==> config.mk <==
export PLATFORM = sky130hd
export DESIGN_NAME = pc_stack_seq
export DESIGN_NICKNAME = d
export VERILOG_FILES = /design/src/rtl/pc_stack_seq.sv
export SDC_FILE = /design/constraint.sdc
export NUM_CORES = 1
export LEC_CHECK = 0
export CORE_AREA = 5 5 93 95
export CTS_BUF_LIST = sky130_fd_sc_hd__clkbuf_8
export DETAILED_ROUTE_END_ITERATION = 16
export DIE_AREA = 0 0 98 100
export PLACE_DENSITY = 0.79
export REMOVE_ABC_BUFFERS = 1
export SETUP_SLACK_MARGIN = 0.2
export SLEW_MARGIN = 20
export SYNTH_ARGS = -nofsm -noshare
export SYNTH_HDL_FRONTEND = slang
export SYNTH_SLANG_ARGS = --single-unit
==> constraint.sdc <==
create_clock -name CLK -period 2.8 [get_ports CLK]
set_input_delay 0.28 -clock CLK [delete_from_list [all_inputs] [get_ports CLK]]
set_output_delay 0.28 -clock CLK [all_outputs]
set_load 0.005 [all_outputs]
==> src/rtl/pc_stack_seq.sv <==
// Program-counter sequencer with a hardware return-address stack, stall,
// sticky halt/error flags and a saturating executed-cycle counter.
module pc_stack_seq #(
    parameter int PCW   = 10,
    parameter int DEPTH = 4,
    parameter int CTW   = 16
) (
    input  logic                       CLK,
    input  logic                       start,
    input  logic                       stall,
    input  logic                       jump_en,
    input  logic                       branch_en,
    input  logic                       cond,
    input  logic                       call_en,
    input  logic                       ret_en,
    input  logic                       halt_req,
    input  logic [PCW-1:0]             destination,
    output logic [PCW-1:0]             PC,
    output logic                       halt,
    output logic                       stack_err,
    output logic [$clog2(DEPTH+1)-1:0] depth,
    output logic [CTW-1:0]             cycle_ct
);

    localparam int DW = $clog2(DEPTH + 1);
    localparam int AW = (DEPTH > 1) ? $clog2(DEPTH) : 1;
    localparam logic [DW-1:0]  DEPTH_FULL = DW'(DEPTH);
    localparam logic [CTW-1:0] CT_MAX     = '1;

    logic [PCW-1:0] stack_mem [DEPTH];

    logic [PCW-1:0] pc_next;
    logic [PCW-1:0] pc_inc;
    logic           halt_next;
    logic           err_next;
    logic [DW-1:0]  depth_next;
    logic [CTW-1:0] ct_next;
    logic           push;
    logic [AW-1:0]  push_idx;
    logic [AW-1:0]  pop_idx;

    assign pc_inc   = PC + PCW'(1);
    assign push_idx = AW'(depth);
    assign pop_idx  = AW'(depth - DW'(1));

    // Request arbitration: halt freezes everything, stall freezes PC and stack
    // but still lets the cycle counter advance.
    always_comb begin
        pc_next    = PC;
        halt_next  = halt;
        err_next   = stack_err;
        depth_next = depth;
        ct_next    = cycle_ct;
        push       = 1'b0;
        if (!halt) begin
            ct_next = (cycle_ct == CT_MAX) ? cycle_ct : cycle_ct + CTW'(1);
            if (!stall) begin
                if (halt_req) begin
                    halt_next = 1'b1;
                end else if (ret_en) begin
                    if (depth == '0) begin
                        err_next  = 1'b1;
                        halt_next = 1'b1;
                    end else begin
                        pc_next    = stack_mem[pop_idx];
                        depth_next = depth - DW'(1);
                    end
                end else if (call_en) begin
                    if (depth == DEPTH_FULL) begin
                        err_next  = 1'b1;
                        halt_next = 1'b1;
                    end else begin
                        push       = 1'b1;
                        depth_next = depth + DW'(1);
                        pc_next    = destination;
                    end
                end else if (jump_en || (branch_en && cond)) begin
                    pc_next = destination;
                end else begin
                    pc_next = pc_inc;
                end
            end
        end
    end

    // Stack contents are never reset; occupancy alone decides what is valid.
    always_ff @(posedge CLK) begin
        if (start) begin
            PC        <= '0;
            halt      <= 1'b0;
            stack_err <= 1'b0;
            depth     <= '0;
            cycle_ct  <= '0;
        end else begin
            PC        <= pc_next;
            halt      <= halt_next;
            stack_err <= err_next;
            depth     <= depth_next;
            cycle_ct  <= ct_next;
            if (push) begin
                stack_mem[push_idx] <= pc_inc;
            end
        end
    end

endmodule

After elaboration in Yosys (flattened, before gate mapping):

Memories as Yosys holds them, arrays and structs flattened.
Index checks and enable logic that the tools add are counted.

* add/subtract/negate cells: 4
* equal/unequal tests: 6
* mux-type cells: 29
* bitwise logic cells: 4
* reduce and logical (&&, ||, !) cells: 9

Operators by type and width (number)
* 2-to-1 mux 10 bit: 5
* 2-to-1 mux 1 bit: 20
* adder 16 x 1 -> 16 bit, second input constant: 1
* == test 16 bit, second input constant: 1
* 2-to-1 mux 3 bit: 4
* AND reduction 6 bit: 2
* adder 10 x 1 -> 10 bit, second input constant: 1
* AND reduction 5 bit: 1
* != test 2 bit, second input constant: 2
* inverter 1 bit: 4
* nonzero test 2 bit: 2
* adder 3 x 1 -> 3 bit, second input constant: 1
* == test 3 bit, second input constant: 1
* zero test 3 bit: 1
* != test 3 bit, second input constant: 1
* subtractor 3 x 1 -> 3 bit, second input constant: 1
* != test 2 x 1 -> 1 bit, second input constant: 1
* AND reduction 2 bit: 1
* logical AND 1 bit: 1
* logical OR 1 bit: 1

* flip-flop bits (word level): 31
* bits in writable memories: 40
* input port bits: 19
* output and inout port bits: 31
* word-level logic and storage cells: 58
* memories kept: 1

Memories
* stack_mem: words 4, width 10, read ports 1, clocked after memory_dff 0, write ports 1, line 30 `logic [PCW-1:0] stack_mem [DEPTH];`

Longest topological paths before layout:

Gate-level depths: netlist of the first run.

* depth after elaboration: 10
* depth in mapped cells: 9
* mapped depth without buffers: 6

Worst setup path before layout of the first run:

No wires, ideal clock.

* kind: register to register
* from: register depth[0]
* to: register PC[1]
* library setup time: 0.132 ns
* arrival time: 2.140 ns
* required time: 2.668 ns
* setup slack: 0.528 ns
* cell stages (with the launch flop): 9
* buffers on the path: 2
* period minus slack after synthesis: 2.272 ns
* cell sequence: dfxtp_1 buf_2 inv_1 ha_1 clkbuf_1 mux4_2 nand2b_1 o211ai_1 a21oi_1

* cells in the longest elaborated chain, start to end: 4
* elaborated cells between the ends (all ways): 9
* those cells by class: 1 x add/sub; 3 x eq/ne; 2 x mux; 2 x reduce/logical; 1 x memory

RTL lines
* from (decl): line 21 `output logic [$clog2(DEPTH+1)-1:0] depth,`
* from (signal assigned): line 98 `depth <= depth_next;`
* subtractor 3 x 1 -> 3 bit
* memory read (4 x 10 bit)
* 2-to-1 mux 10 bit: line 61 `if (depth == '0) begin`
* 2-to-1 mux 10 bit: line 60 `end else if (ret_en) begin`
* to (signal assigned): line 95 `PC <= pc_next;`
* to (decl): line 18 `output logic [PCW-1:0] PC,`

Parallel ways exist; a longest one is shown, timed or not. The select of a mux whose other input is x is not followed.
A chain may end at the register's enable or synchronous reset.

Worst setup path after layout of the first run:

* from: register depth[1]
* to: memory stack_mem[0][4], enable pin

* cells in the longest elaborated chain, start to end: 10

RTL lines
* == test 3 bit: line 69 `if (depth == DEPTH_FULL) begin`
* 2-to-1 mux 1 bit: line 69
* 2-to-1 mux 1 bit: line 68 `end else if (call_en) begin`
* 2-to-1 mux 1 bit: line 60
* 2-to-1 mux 1 bit: line 58 `if (halt_req) begin`
* 2-to-1 mux 1 bit: line 57 `if (!stall) begin`
* 2-to-1 mux 1 bit: line 55 `if (!halt) begin`
* 2-to-1 mux 1 bit: line 100 `if (push) begin`
* 2-to-1 mux 1 bit: line 88 `if (start) begin`
* 2-to-1 mux 1 bit (implied by the code): line 101 `stack_mem[push_idx] <= pc_inc;`
* to (decl): line 30

Parallel ways exist; a longest one is shown, timed or not.

==> results of run 1 <==
[cell families (layout without fill, tap and decap cells)]
kind of cell             after synthesis  count (layout)  synth area share (%)
AO/OA/AOI/OAI                         53              53                  11.3
XOR/XNOR                               6               6                  1.57
adder cells (fa/ha/maj)                7               7                  2.62
buffers and inverters                 23              82                  2.77
flip-flops                            71              71                  54.4
multiplexers                          24              24                  11.2
AND/OR/NAND/NOR                      107             107                  16.1
[flip-flops by register name, summed over array words and instances (netlist names)]
| signal | cells |
|---|---|
| stack_mem | 40 |
| cycle_ct | 16 |
| PC | 10 |
| depth | 3 |
| halt | 1 |
| stack_err | 1 |
[layout make-up]
type	instances	share of cell area, %
clock buffers	9	2.99
clock inverters	7	1.36
inverters	10	0.906
multi-input cells	197	34.6
flip-flops and latches	71	44.0
well taps	102	3.08
repair buffers	56	13.1
[worst paths after layout]
path | slack (ps) | from | endpoint
worst max register to register | 700 | depth[1] | stack_mem[0][4]
worst min register to register | 480 | stack_err | stack_err
worst min-delay path | 480 | stack_err | stack_err
worst max-delay path | 700 | depth[1] | stack_mem[0][4]
[per-stage QoR]
| step | power (W) | area [um^2] | util, % |
|---|---|---|---|
| floorplan | 0.00129 | 3290 | - |
| global placement | 0.00141 | 3960 | 51.8 |
| detailed placement | 0.00142 | 3960 | 51.8 |
| CTS | 0.00218 | 4140 | 54.2 |
| global route | 0.00226 | 4140 | 54.2 |
| finish | 0.00216 | 4140 | 54.2 |
[cells in the final DEF, fill, tap and decap left out, types with 2 or more instances in the layout]
| cell type | count |
|---|---|
| a211o_1 | 3 |
| clkbuf_8 | 9 |
| inv_1 | 12 |
| nand2_1 | 24 |
| o211ai_1 | 6 |
| a311o_1 | 4 |
| mux2_2 | 9 |
| nor3_1 | 8 |
| nand3_1 | 6 |
| mux4_2 | 10 |
| nand4_1 | 4 |
| a311oi_1 | 6 |
| dfxtp_1 | 31 |
| a211oi_1 | 2 |
| clkdlybuf4s50_1 | 49 |
| o21ai_0 | 8 |
| or3_1 | 7 |
| nand2b_1 | 4 |
| nor2b_1 | 7 |
| and2_1 | 4 |
| buf_4 | 7 |
| ha_1 | 7 |
| xor2_1 | 3 |
| a21oi_1 | 14 |
| and3_1 | 4 |
| clkinv_1 | 3 |
| xnor2_1 | 3 |
| nor2_1 | 30 |
| mux2i_1 | 5 |
| edfxtp_1 | 40 |
[routing by layer]
metal	share of wire, %	vias to the layer above	track usage, %
met5	0	-	0
met4	0.53	0	3.62
met3	5.8	6	5.14
met2	49	73	26.6
met1	45	1250	20.3
li1	-	1202	-
[worst register-to-register path, delay by kind of cell (launching register included)]
family,cells,cell delay (ps)
AO/OA/AOI/OAI,1,240
adder cells (fa/ha/maj),1,250
buffers and inverters,1,110
flip-flops,1,380
AND/OR/NAND/NOR,2,760
[power groups by stage]
stage,registers (W),clock network [W],logic [W]
6_report,0.00115,0.000760,0.000245
5_1_grt,0.00116,0.000832,0.000269
4_1_cts,0.00115,0.000779,0.000246
3_5_place_dp,0.00118,0,0.000245
3_3_place_gp,0.00117,0,0.000239
2_1_floorplan,0.00117,0,0.000118
==> summary.txt, run 1 <==
Max Cap Viol - 0
# nets final - 371
Number of global-route vias before repair - 2528
Asr flop ratio synth - 0%
Reg2Reg Depth - 5
FILL cells - 655
First-pass GRT wire length - 12.4 mm
Critical Path Stages - 5
CP Capture Type - register
CP startpoint kind - register
Post-CTS sizing - 0
TritonCTS clock tree - built
Place WS - 581 ps
Critical Path, Cell by Cell - inv_1, ha_1, a21boi_0, and3_1, and2_1
Via count - 2531
Net Sw Power - 0.000507 W
# IOs - 50
Setup TNS - 0 ps
Combinational power share - 11.3%
Crit path DAT - 2070 ps
Hold Vio Cnt, Final - 0
Antenna viol nets, final - 0
Clk network pwr share - 35.2%
Worst Max-Slew Pin Slew - 749 ps
Outcome - completed
Total gr overflow - 0
Req. time, crit path - 2770 ps
RSZ-0062 raised after global routing - no
Highest Clock Rate - 0.477 GHz
Initial antenna violation count - 0
Synth Instances - 291
Slew Limit Fails - 0
Hold Path Stages - 2
Crit-path max cell delay - 510 ps
DIE WIDTH - 98 um
Core Region - 0.00765 mm^2
Hold Slack - 485 ps
Max_slew headroom - 49.7%
Most numerous cell in the Yosys netlist - edfxtp_1
H-tree depth - 3
Post-synth top area cell - edfxtp_1
Die height - 100 um
PnR worst setup slack - 704 ps
DR iter-0 viols - 147
Vias per cell - 5.60
Root buffer cell - clkbuf_8
Die ar. - 0.00980 mm^2
Internal - 0.00165 W
Setup Crit Path Kind - register to register
Flop pwr share - 53.4%
WL per Instance - 16.7 um
Syn_area_per_cell - 11.5 um^2
CP Max Fanout - 10
Bufs on Longest Clock Path - 2
Final Setup Violations - 0
Commonest cells in the synthesized netlist - edfxtp_1 (40), dfxtp_1 (31), nor2_1 (30), nand2_1 (24), a21oi_1 (14)
Placed insts - 436
GRT Util Overall - 15.9%
Cell Area, Synth - 0.00335 mm^2
Yosys cell types - 48
HPWL Detailed - 5.24 mm
LEAKAGE - 1.45 nW
Worst path bufs/invs - 1
Yosys reg bits - 71
Synth area leaders - edfxtp_1 (36%), dfxtp_1 (19%), mux4_2 (6.7%), nor2_1 (3.4%), mux2_2 (3.0%)
Area growth, synth to finish - 23.8%
Sequential Area - 0.00182 mm^2
Area share of the largest cell type after synthesis - 35.9%
Register area share after synthesis - 54.4%
Sw Share - 23.5%
CP max stage cell - and2_1
Post-synth top flop - edfxtp_1
Hold WC Path Type - register to register
Post-synth EDFFs - 40
Initial core utilization - 43.8%
Number of inserted diodes - 0
Layout Cells excl Fill - 452
Share of layout cells above drive strength 1 - 11.4%
Worst skew pair latency - 340 ps
Fin crit period - 2100 ps
Number of remaining DRC errors - 0
Yosys warns - 0
WL final - 7.55 mm
Largest net degree at the start of global routing - 38
Maximum vdd drop - 293 uV
Area of the multi-input gates - 0.00143 mm^2
Post-CTS setup buffer count - 0
Row count - 32
DRT Pass-1 Iters - 4
Clock sink total - 71
Worst Clk Skew - 4.85 ps
Number of I/O port buffers - 49
Number of CTS-inserted buffers - 9
Hold-fix buffers, CTS - 0
Gpl congestion - 0.786
CP delay by family, top - simple AND/OR/NAND/NOR gates
Final period util - 74.9%
Reg clk slew, reported paths - 70 ps
PD cells - 520 mW/mm^2
No activity file was read; power rests on OpenSTA's default activity.
==> run 2, diff against run 1 <==
Clock period 2.8 ns to 2.05 ns, I/O delays scaled along.
==> summary.txt, run 2 (same netlist as run 1, synthesis figures left out) <==
# nets final - 383
Reg2Reg Depth - 4
Power Total - 0.00301 W
Slew Limit Fails - 0
Reg clk slew, reported paths - 70 ps
Number of remaining DRC errors - 0
Worst skew pair latency - 350 ps
Crit path DAT - 2080 ps
Die height - 100 um
Worst hold start - stack_err
Number of inserted diodes - 0
HPWL Detailed - 5.42 mm
WL per Instance - 16.4 um
Hold Slack - 475 ps
Bufs on Longest Clock Path - 2
Via count - 2535
Max_slew headroom - 70.4%
Hold Path Stages - 2
WL final - 7.63 mm
Setup Crit Path Kind - register to register
Req. time, crit path - 2330 ps
Largest net degree at the start of global routing - 38
Placed insts - 447
# IOs - 50
PD cells - 689 mW/mm^2
Initial antenna violation count - 0
Vias per cell - 5.46
Highest Clock Rate - 0.555 GHz
Largest register FFs - 40
RSZ-0062 raised after global routing - no
Final period util - 87.8%
Number of CTS-inserted buffers - 9
Row count - 32
GRT Util Overall - 16.1%
Number of I/O port buffers - 49
Worst Clk Skew - 5.56 ps
Antenna viol nets, final - 0
LEAKAGE - 1.55 nW
Final Setup Violations - 0
CP Max Fanout - 8
Die ar. - 0.00980 mm^2
Root buffer cell - clkbuf_8
Fin crit period - 1800 ps
First-pass GRT wire length - 12.4 mm
Hold Vio Cnt, Final - 0
Gpl congestion - 0.783
R2r setup slk - 250 ps
Layout Cells excl Fill - 464
DRT Pass-1 Iters - 4
Number of global-route vias before repair - 2565
Reg-to-Reg Start - cycle_ct[0]
DIE WIDTH - 98 um
Worst Max-Slew Pin Slew - 442 ps
Total gr overflow - 0
Hold-fix buffers, CTS - 0
FILL cells - 636
Worst r2r dst - cycle_ct[15]
Max Cap Viol - 0
Hold WC Path Type - register to register
Sequential Area - 0.00183 mm^2
Largest registers - stack_mem: 40 flops, cycle_ct: 16 flops, PC: 10 flops
CP Capture Type - register
Hold Path End - stack_err
Most frequent cells in the layout - clkdlybuf4s50_1 (49), edfxtp_1 (40), nor2_1 (30)
Area growth, synth to finish - 30.6%
Clock sink total - 71
Core Util, Final - 57.2%
Most flops, register - stack_mem
DR iter-0 viols - 131
Core Region - 0.00765 mm^2
Outcome - completed
Share of layout cells above drive strength 1 - 17.7%
CP startpoint kind - register
Maximum vdd drop - 559 uV
TritonCTS clock tree - built
H-tree depth - 3
Area of the multi-input gates - 0.00148 mm^2
Initial core utilization - 43.8%
Commonest non-fill, non-tap cell in the layout - clkdlybuf4s50_1
run 2: changes by cell type in the layout (fill, tap and decap cells not counted), sizes merged:
cell / change
buf: +12
clkinv: -1
clkinvlp: +1
run 2: metal layers:
metal	track usage [%]	vias to the layer above	share of wire, %
met3	4.73	12	7.6
li1	-	1229	-
met5	0	-	0
met1	20.1	1202	43
met4	6.18	0	1.5
met2	26.6	92	48
run 2: worst max-delay path by stage:
stage / from / endpoint / slack (ps)
final: cycle_ct[0] / cycle_ct[15] / 250
after global routing: cycle_ct[0] / cycle_ct[15] / 200
after CTS: PC[2] / PC[7] / 200
after detailed placement: branch_en / PC[0] / 160
after global placement: branch_en / PC[1] / 200
after floorplan: depth[0] / stack_mem[0][0] / -230
run 2: layout make-up:
cell class / count / share of cell area (%)
sequential: 71 / 41.7
multi-input combinational: 197 / 33.9
timing repair buffer: 68 / 16.2
tap: 102 / 2.92
clock buffer: 9 / 2.83
clock inverter: 7 / 1.52
inverter: 10 / 0.858
run 2: per-stage QoR:
stage | setup WS [ps] | setup TNS [ps] | area, um^2
floorplan | -230 | -10690 | 3290
global placement | 195 | 0 | 4120
detailed placement | 162 | 0 | 4120
CTS | 203 | 0 | 4320
global route | 201 | 0 | 4370
finish | 249 | 0 | 4370
run 2: report_power, final:
part           leakage [nW]  switching (W)  total, W  internal (W)
clock                0.0978       0.000521   0.00107      0.000552
sequential            0.626      0.0000343   0.00157       0.00154
combinational         0.823       0.000170  0.000367      0.000196
total                  1.55       0.000726   0.00301       0.00229
run 2: worst max-delay path, stage by stage (launching register included):
cell	delay (ps)
dfxtp_1	410
and3b_2	250
or3b_4	430
or4_1	490
a21oi_1	160
run 2: what timing repair did:
action                     4_1_cts  5_1_grt
setup buffers                    0        1
pin swaps                        0        1
setup endpoints to repair        3       53
hold endpoints to repair         0        0
gates resized for setup          2       11
